File: config.mk
export PLATFORM = sky130hd
export DESIGN_NAME = dds_mod_ctrl
export DESIGN_NICKNAME = d
export VERILOG_FILES = /design/src/rtl/dds_mod_ctrl.sv
export SDC_FILE = /design/constraint.sdc
export NUM_CORES = 1
export LEC_CHECK = 0
export BUFFER_PORTS_ARGS = -buffer_cell sky130_fd_sc_hd__buf_2
export CAP_MARGIN = 5
export CORE_AREA = 2 2 107 109
export CTS_CLUSTER_DIAMETER = 30
export DETAILED_ROUTE_END_ITERATION = 12
export DIE_AREA = 0 0 109 111
export GPL_TIMING_DRIVEN = 1
export PLACE_DENSITY = 0.7
export SYNTH_ARGS = -nofsm -noshare
export SYNTH_HDL_FRONTEND = slang
export SYNTH_SLANG_ARGS = --single-unit
File: constraint.sdc
create_clock -name clk_i -period 3.65 [get_ports clk_i]
set_clock_uncertainty 0.1 [all_clocks]
set_input_delay 0.365 -clock clk_i [delete_from_list [all_inputs] [get_ports clk_i]]
set_output_delay 0.365 -clock clk_i [all_outputs]
set_load 0.03 [all_outputs]
File: src/rtl/dds_mod_ctrl.sv
// DDS modulation controller: symbol-rate LFSR data source, FSK phase-increment
// steering and ASK/FSK/BPSK/LFSR sample modulation of the generator carriers.
module dds_mod_ctrl #(
  parameter int unsigned TICK_DIV  = 50_000_000,
  parameter logic [4:0]  LFSR_SEED = 5'b00001
) (
  input  logic        clk_i,
  input  logic        reset_i,
  input  logic        en_i,
  input  logic [1:0]  mod_sel_i,
  input  logic [1:0]  sig_sel_i,
  input  logic [11:0] sin_i,
  input  logic [11:0] cos_i,
  input  logic [11:0] squ_i,
  input  logic [11:0] saw_i,
  input  logic [31:0] phase_inc_base_i,
  input  logic [31:0] phase_inc_alt_i,
  output logic [31:0] phase_inc_o,
  output logic [11:0] mod_o,
  output logic        mod_valid_o,
  output logic [4:0]  lfsr_o,
  output logic        lfsr_bit_o
);

  localparam int          CW      = $clog2(TICK_DIV);
  localparam logic [CW-1:0] LAST  = CW'(TICK_DIV - 1);
  localparam logic [4:0]  SEED    = (LFSR_SEED == 5'd0) ? 5'd1 : LFSR_SEED;
  localparam logic [11:0] POS_MAX = 12'h7FF;
  localparam logic [11:0] NEG_MAX = 12'h800;

  logic [CW-1:0] divCnt_q, divCnt_d;
  logic [4:0]    lfsr_q, lfsr_d;
  logic [11:0]   modOut_q, modOut_d;
  logic          modValid_q, modValid_d;
  logic [31:0]   phaseInc_q, phaseInc_d;
  logic          step;
  logic [11:0]   carrier, negCarrier, sample;

  // Divider and LFSR advance; the divider ignores en so the symbol rate is fixed.
  always_comb begin
    step     = (divCnt_q == LAST);
    divCnt_d = step ? '0 : divCnt_q + CW'(1);
    lfsr_d   = step ? {lfsr_q[3:0], lfsr_q[4] ^ lfsr_q[2]} : lfsr_q;
  end

  always_comb begin
    unique case (sig_sel_i)
      2'b00:   carrier = sin_i;
      2'b01:   carrier = cos_i;
      2'b10:   carrier = squ_i;
      default: carrier = saw_i;
    endcase
    // -2048 has no positive counterpart in 12 bits, so it clamps to +2047.
    negCarrier = (carrier == NEG_MAX) ? POS_MAX : (~carrier + 12'd1);

    unique case (mod_sel_i)
      2'b00:   sample = lfsr_q[0] ? carrier : 12'd0;
      2'b01:   sample = sin_i;
      2'b10:   sample = lfsr_q[0] ? carrier : negCarrier;
      default: sample = lfsr_q[0] ? POS_MAX : NEG_MAX;
    endcase

    modOut_d   = en_i ? sample : modOut_q;
    modValid_d = en_i;
    phaseInc_d = ((mod_sel_i == 2'b01) && lfsr_q[0]) ? phase_inc_alt_i : phase_inc_base_i;
  end

  always_ff @(posedge clk_i or posedge reset_i) begin
    if (reset_i) begin
      divCnt_q   <= '0;
      lfsr_q     <= SEED;
      modOut_q   <= '0;
      modValid_q <= 1'b0;
      phaseInc_q <= '0;
    end else begin
      divCnt_q   <= divCnt_d;
      lfsr_q     <= lfsr_d;
      modOut_q   <= modOut_d;
      modValid_q <= modValid_d;
      phaseInc_q <= phaseInc_d;
    end
  end

  assign phase_inc_o = phaseInc_q;
  assign mod_o       = modOut_q;
  assign mod_valid_o = modValid_q;
  assign lfsr_o      = lfsr_q;
  assign lfsr_bit_o  = lfsr_q[0];

endmodule

Word level (Yosys, flattened, before mapping)
Cells that the tools add are included.
{"block": "word_totals", "ff_bits": 76, "input_bits": 119, "wordCells": 26}
{"block": "classes", "addsub": 2, "n_eq_ne": 6, "mux": 8, "n_bitwise": 2, "reduce_logical": 3}
{"cell": "one-hot mux 12 bit (3 select lines)", "n": 2}
{"cell": "2-to-1 mux 12 bit", "n": 4}
{"cell": "2-to-1 mux 32 bit", "n": 1}
{"cell": "adder 26 x 1 -> 26 bit, second input constant", "n": 1}
{"cell": "equality test 26 bit, second input constant", "n": 1}
{"cell": "2-to-1 mux 26 bit", "n": 1}
{"cell": "adder 12 x 1 -> 12 bit, second input constant", "n": 1}
{"cell": "equality test 12 bit, second input constant", "n": 1}
{"cell": "NOT 12 bit", "n": 1}
{"cell": "equality test 2 x 1 -> 1 bit, second input constant", "n": 2}
{"cell": "equality test 2 bit, second input constant", "n": 2}
{"cell": "logical NOT 2 bit", "n": 2}
{"cell": "logical AND 1 bit", "n": 1}
{"cell": "XOR 1 bit", "n": 1}

Logic depth before layout (Yosys ltp)
{"block": "depth", "word_depth": 7, "mapped_depth": 12}

Worst setup path after synthesis
No wires, ideal clock.
{"block": "synth_path", "kind": "in2reg", "from": "in sig_sel_i[0]", "to": "reg modOut_q[8] (netlist: mod_o[8])", "setup_time_ns": 0.125, "t_arrival_ns": 2.444, "setup_slack_ns": 0.981, "cell_stages": 11, "n_path_buf": 2, "cell_sequence": "buf_6 buf_6 mux4_2 inv_1 ha_1 nand2_1 o22ai_1 a31oi_1 or3_1 a311oi_1 nor2_1"}
{"block": "synth_via", "elab_chain_cells": 7}
{"item": "start, declared", "line": "11", "rtl": "input logic [1:0] sig_sel_i,"}
{"item": "equality test 2 bit, or another cell as far along", "line": "47", "rtl": "unique case (sig_sel_i)"}
{"item": "one-hot mux 12 bit (3 select lines) (*)", "line": "47"}
{"item": "NOT 12 bit", "line": "54", "rtl": "negCarrier = (carrier == NEG_MAX) ? POS_MAX : (~carrier + 12'd1);"}
{"item": "adder 12 x 1 -> 12 bit", "line": "54"}
{"item": "2-to-1 mux 12 bit", "line": "54"}
{"item": "2-to-1 mux 12 bit", "line": "59", "rtl": "2'b10: sample = lfsr_q[0] ? carrier : negCarrier;"}
{"item": "one-hot mux 12 bit (3 select lines) (*)", "line": "56", "rtl": "unique case (mod_sel_i)"}
{"item": "end signal, assigned", "line": "78", "rtl": "modOut_q <= modOut_d;"}
{"item": "end, declared", "line": "33", "rtl": "logic [11:0] modOut_q, modOut_d;"}
Every way passes the cells marked *; elsewhere a longest branch is shown, timed or not.
A chain may end at the register's enable or synchronous reset.

Final worst setup path
{"block": "layout_path", "from": "in sig_sel_i[0]", "to": "reg modOut_q[4] (netlist: mod_o[4])"}
The elaborated chain is that of the path after synthesis.

==> flow_summary_export.csv <==
group,metric,value,unit
final_layout,fin_nets,659,
floorplan,die_x,109,um
sta,tightest_slew,861.1,ps
global_routing,antenna_found_initial,0,
global_routing,first_global_vias,3738,
power,power_density,411.7,nW/um^2
final_layout,drive_above_1_share,45.12,%
detailed_routing,wl,10700,um
cts,clk_latency,330,ps
setup_path,worstSetupEndpointType,"register",
setup_path,arrival,3020,ps
sta,hold_viol_final,25,
global_routing,track_usage,18.22,%
cts,cts.clk_slew.worst_paths,60,ps
floorplan,std_cell_rows,39,
detailed_routing,viasPerCell,5.213,
place,hpwl,8016,um
synthesis,synth_largest_area_cell,"dfrtp_1",
floorplan,dieArea,12100,sq um
synthesis,ys_warn_count,0,
cts,cts_resized,0,
synthesis,synth_cell_types,56,
cts,cts_buffer_depth,2,
sta,finalCritPeriodShare,78.89,%
setup_path,crit_fanout,14,
status,status,"finished with violations",
status,violations,"hold timing",
synthesis,synthTopCellsByCount,"dfrtp_1 (75), mux2_2 (41), nor2_1 (38), nand2_1 (37)",
synthesis,yosysSeqAreaShare,46.74,%
detailed_routing,vias,3576,
detailed_routing,drc_errors,0,
floorplan,io-pin-count,170,
setup_path,critPathLaunchType,"input port",
floorplan,core-area,11080,sq um
cts,cts_buffers,9,
synthesis,synth_most_common_cell,"dfrtp_1",
worst_hold_path,min_path_type,"in -> async",
sta,slew-limit-headroom,42.48,%
synthesis,synthCells,377,
detailed_routing,ant_nets,0,
power,total_power,2190,uW
setup_path,rrSetupSlack,1310,ps
run,maxCapViolations,0,
place,io_buffer_count,169,
cts,ctsHoldBuffers,0,
setup_path,r2r_start,"divCnt_q[0]",
sta,setup_viol,0,
synthesis,synth-edff-count,0,
sta,rsz0062_at_grt,"false",
synthesis,synth_nets,498,
setup_path,cp.required,3790,ps
synthesis,yosys.area.top_type_share,46.10,%
floorplan,initial_core_util,36.76,%
synthesis,postSynth.asyncResetShare,100.0,%
cts,post_cts_buffers,0,
cts,tritoncts,"built",
power,ir_worst_vdd,282.5,uV
sta,fin_tns_setup,0,ps
sta,fmax,347.3,MHz
sta,hold_slack,-23.01,ps
setup_path,r2r-end,"lfsr_o[2]",
global_routing,grt_overflow,0,
place,gp_congestion,0.9227,
synthesis,ys_ff_latch,76,
detailed_routing,wl_per_cell,15.60,um
power,p_leak,0.002555,uW
final_layout,area_growth,30.67,%
sta,slew_violations,0,
detailed_routing,drtIter0Drc,220,
setup_path,rr_worst_depth,5,
cts,cts_htree_levels,3,
cts,cts.root.buffer_cell,"clkbuf_16",
sta,period_minus_slack,2880,ps
cts,clkSinkCount,76,
synthesis,syn_area,4071,sq um
final_layout,antenna_cells,0,
synthesis,synth_ff_type,"dfrtp_1",
floorplan,die_height,111,um
synthesis,synth_area_leaders,"dfrtp_1 (46%), mux2_2 (11%), mux4_2 (3.9%)",
detailed_routing,first_pass_iters,4,
global_routing,grt_max_degree,52,
setup_path,critPathKind,"in -> reg",
global_routing,grt_pass1_wl,17480,um
synthesis,syn_area_per_cell,10.80,sq um
==> layer usage <==
metal	wire length [um]	track usage, %	share of wire [%]
met5	0	0	0
met2	5396	30.68	50
met4	156	5.470	1.5
met1	4314	22.42	40
met3	835	5.232	7.8
==> how the worst max path moves through the flow <==
stage                 start  endpoint  cells after the start
4_1_cts        sig_sel_i[0]  mod_o[1]                     10
3_5_place_dp   sig_sel_i[0]  mod_o[1]                     10
6_report       sig_sel_i[0]  mod_o[4]                     10
5_1_grt        sig_sel_i[0]  mod_o[1]                     10
2_1_floorplan  sig_sel_i[0]  mod_o[8]                     11
3_3_place_gp   sig_sel_i[0]  mod_o[9]                     10
==> sequential cells by signal, indices dropped and copies added, names as in the netlist <==
signal	flops
lfsr_o	5
divCnt_q	26
phase_inc_o	32
mod_o	12
mod_valid_o	1
==> final cells by class <==
| class | instances | area (sq um) |
|---|---|---|
| Clock buffer | 10 | 229.0 |
| Clock inverter | 6 | 87.58 |
| Fill cell | 998 | 5757 |
| Tap cell | 143 | 178.9 |
| Inverter | 10 | 37.54 |
| Timing Repair Buffer | 171 | 860.8 |
| Sequential cell | 76 | 1903 |
| Multi-Input combinational cell | 270 | 2023 |
==> critical path, stage by stage <==
cell	delay [ps]
buf_2	330
mux4_2	570
inv_1	110
ha_1	260
nand2_1	80
o22ai_1	320
and2_1	220
and3_1	430
o21ai_1	130
a31oi_1	210
==> metrics by stage <==
step | area, sq um | setup WS [ps] | utilization, % | instances
2_1_floorplan | 4071 | 981.5 | - | 377
3_3_place_gp | 5004 | 596.9 | 45.17 | 670
3_5_place_dp | 5004 | 465.0 | 45.17 | 670
4_1_cts | 5320 | 800.5 | 48.03 | 686
5_1_grt | 5320 | 565.3 | 48.03 | 686
6_report | 5320 | 770.4 | 48.03 | 686
==> power by group <==
part	total (uW)	internal, uW	switching [uW]
Combinational	353	141	212
Clock	946	601	345
Sequential	891	877	14.7
==> kinds of logic after synthesis <==
group                      synth area share (%)
DFF                                       46.74
AOI/OAI and AO/OA                         9.773
xor gates and xnor gates                  5.163
adders and majority gates                0.6145
and+or+nand+nor                           16.07
buffers and inverters                     3.565
muxes                                     18.07
==> cell usage in the layout, fill, tap and decap left out, drive strengths merged, types with 5 or more instances in the layout <==
cell    count
a21oi      13
a31oi       5
buf       171
clkbuf     10
dfrtp      75
inv        12
mux2       42
mux4       11
nand2      37
nand3      14
nand4       7
nor2       38
nor3        7
o21ai      18
xnor2      10
xor2       14
Note: power is estimated with default switching activity, not from simulation.
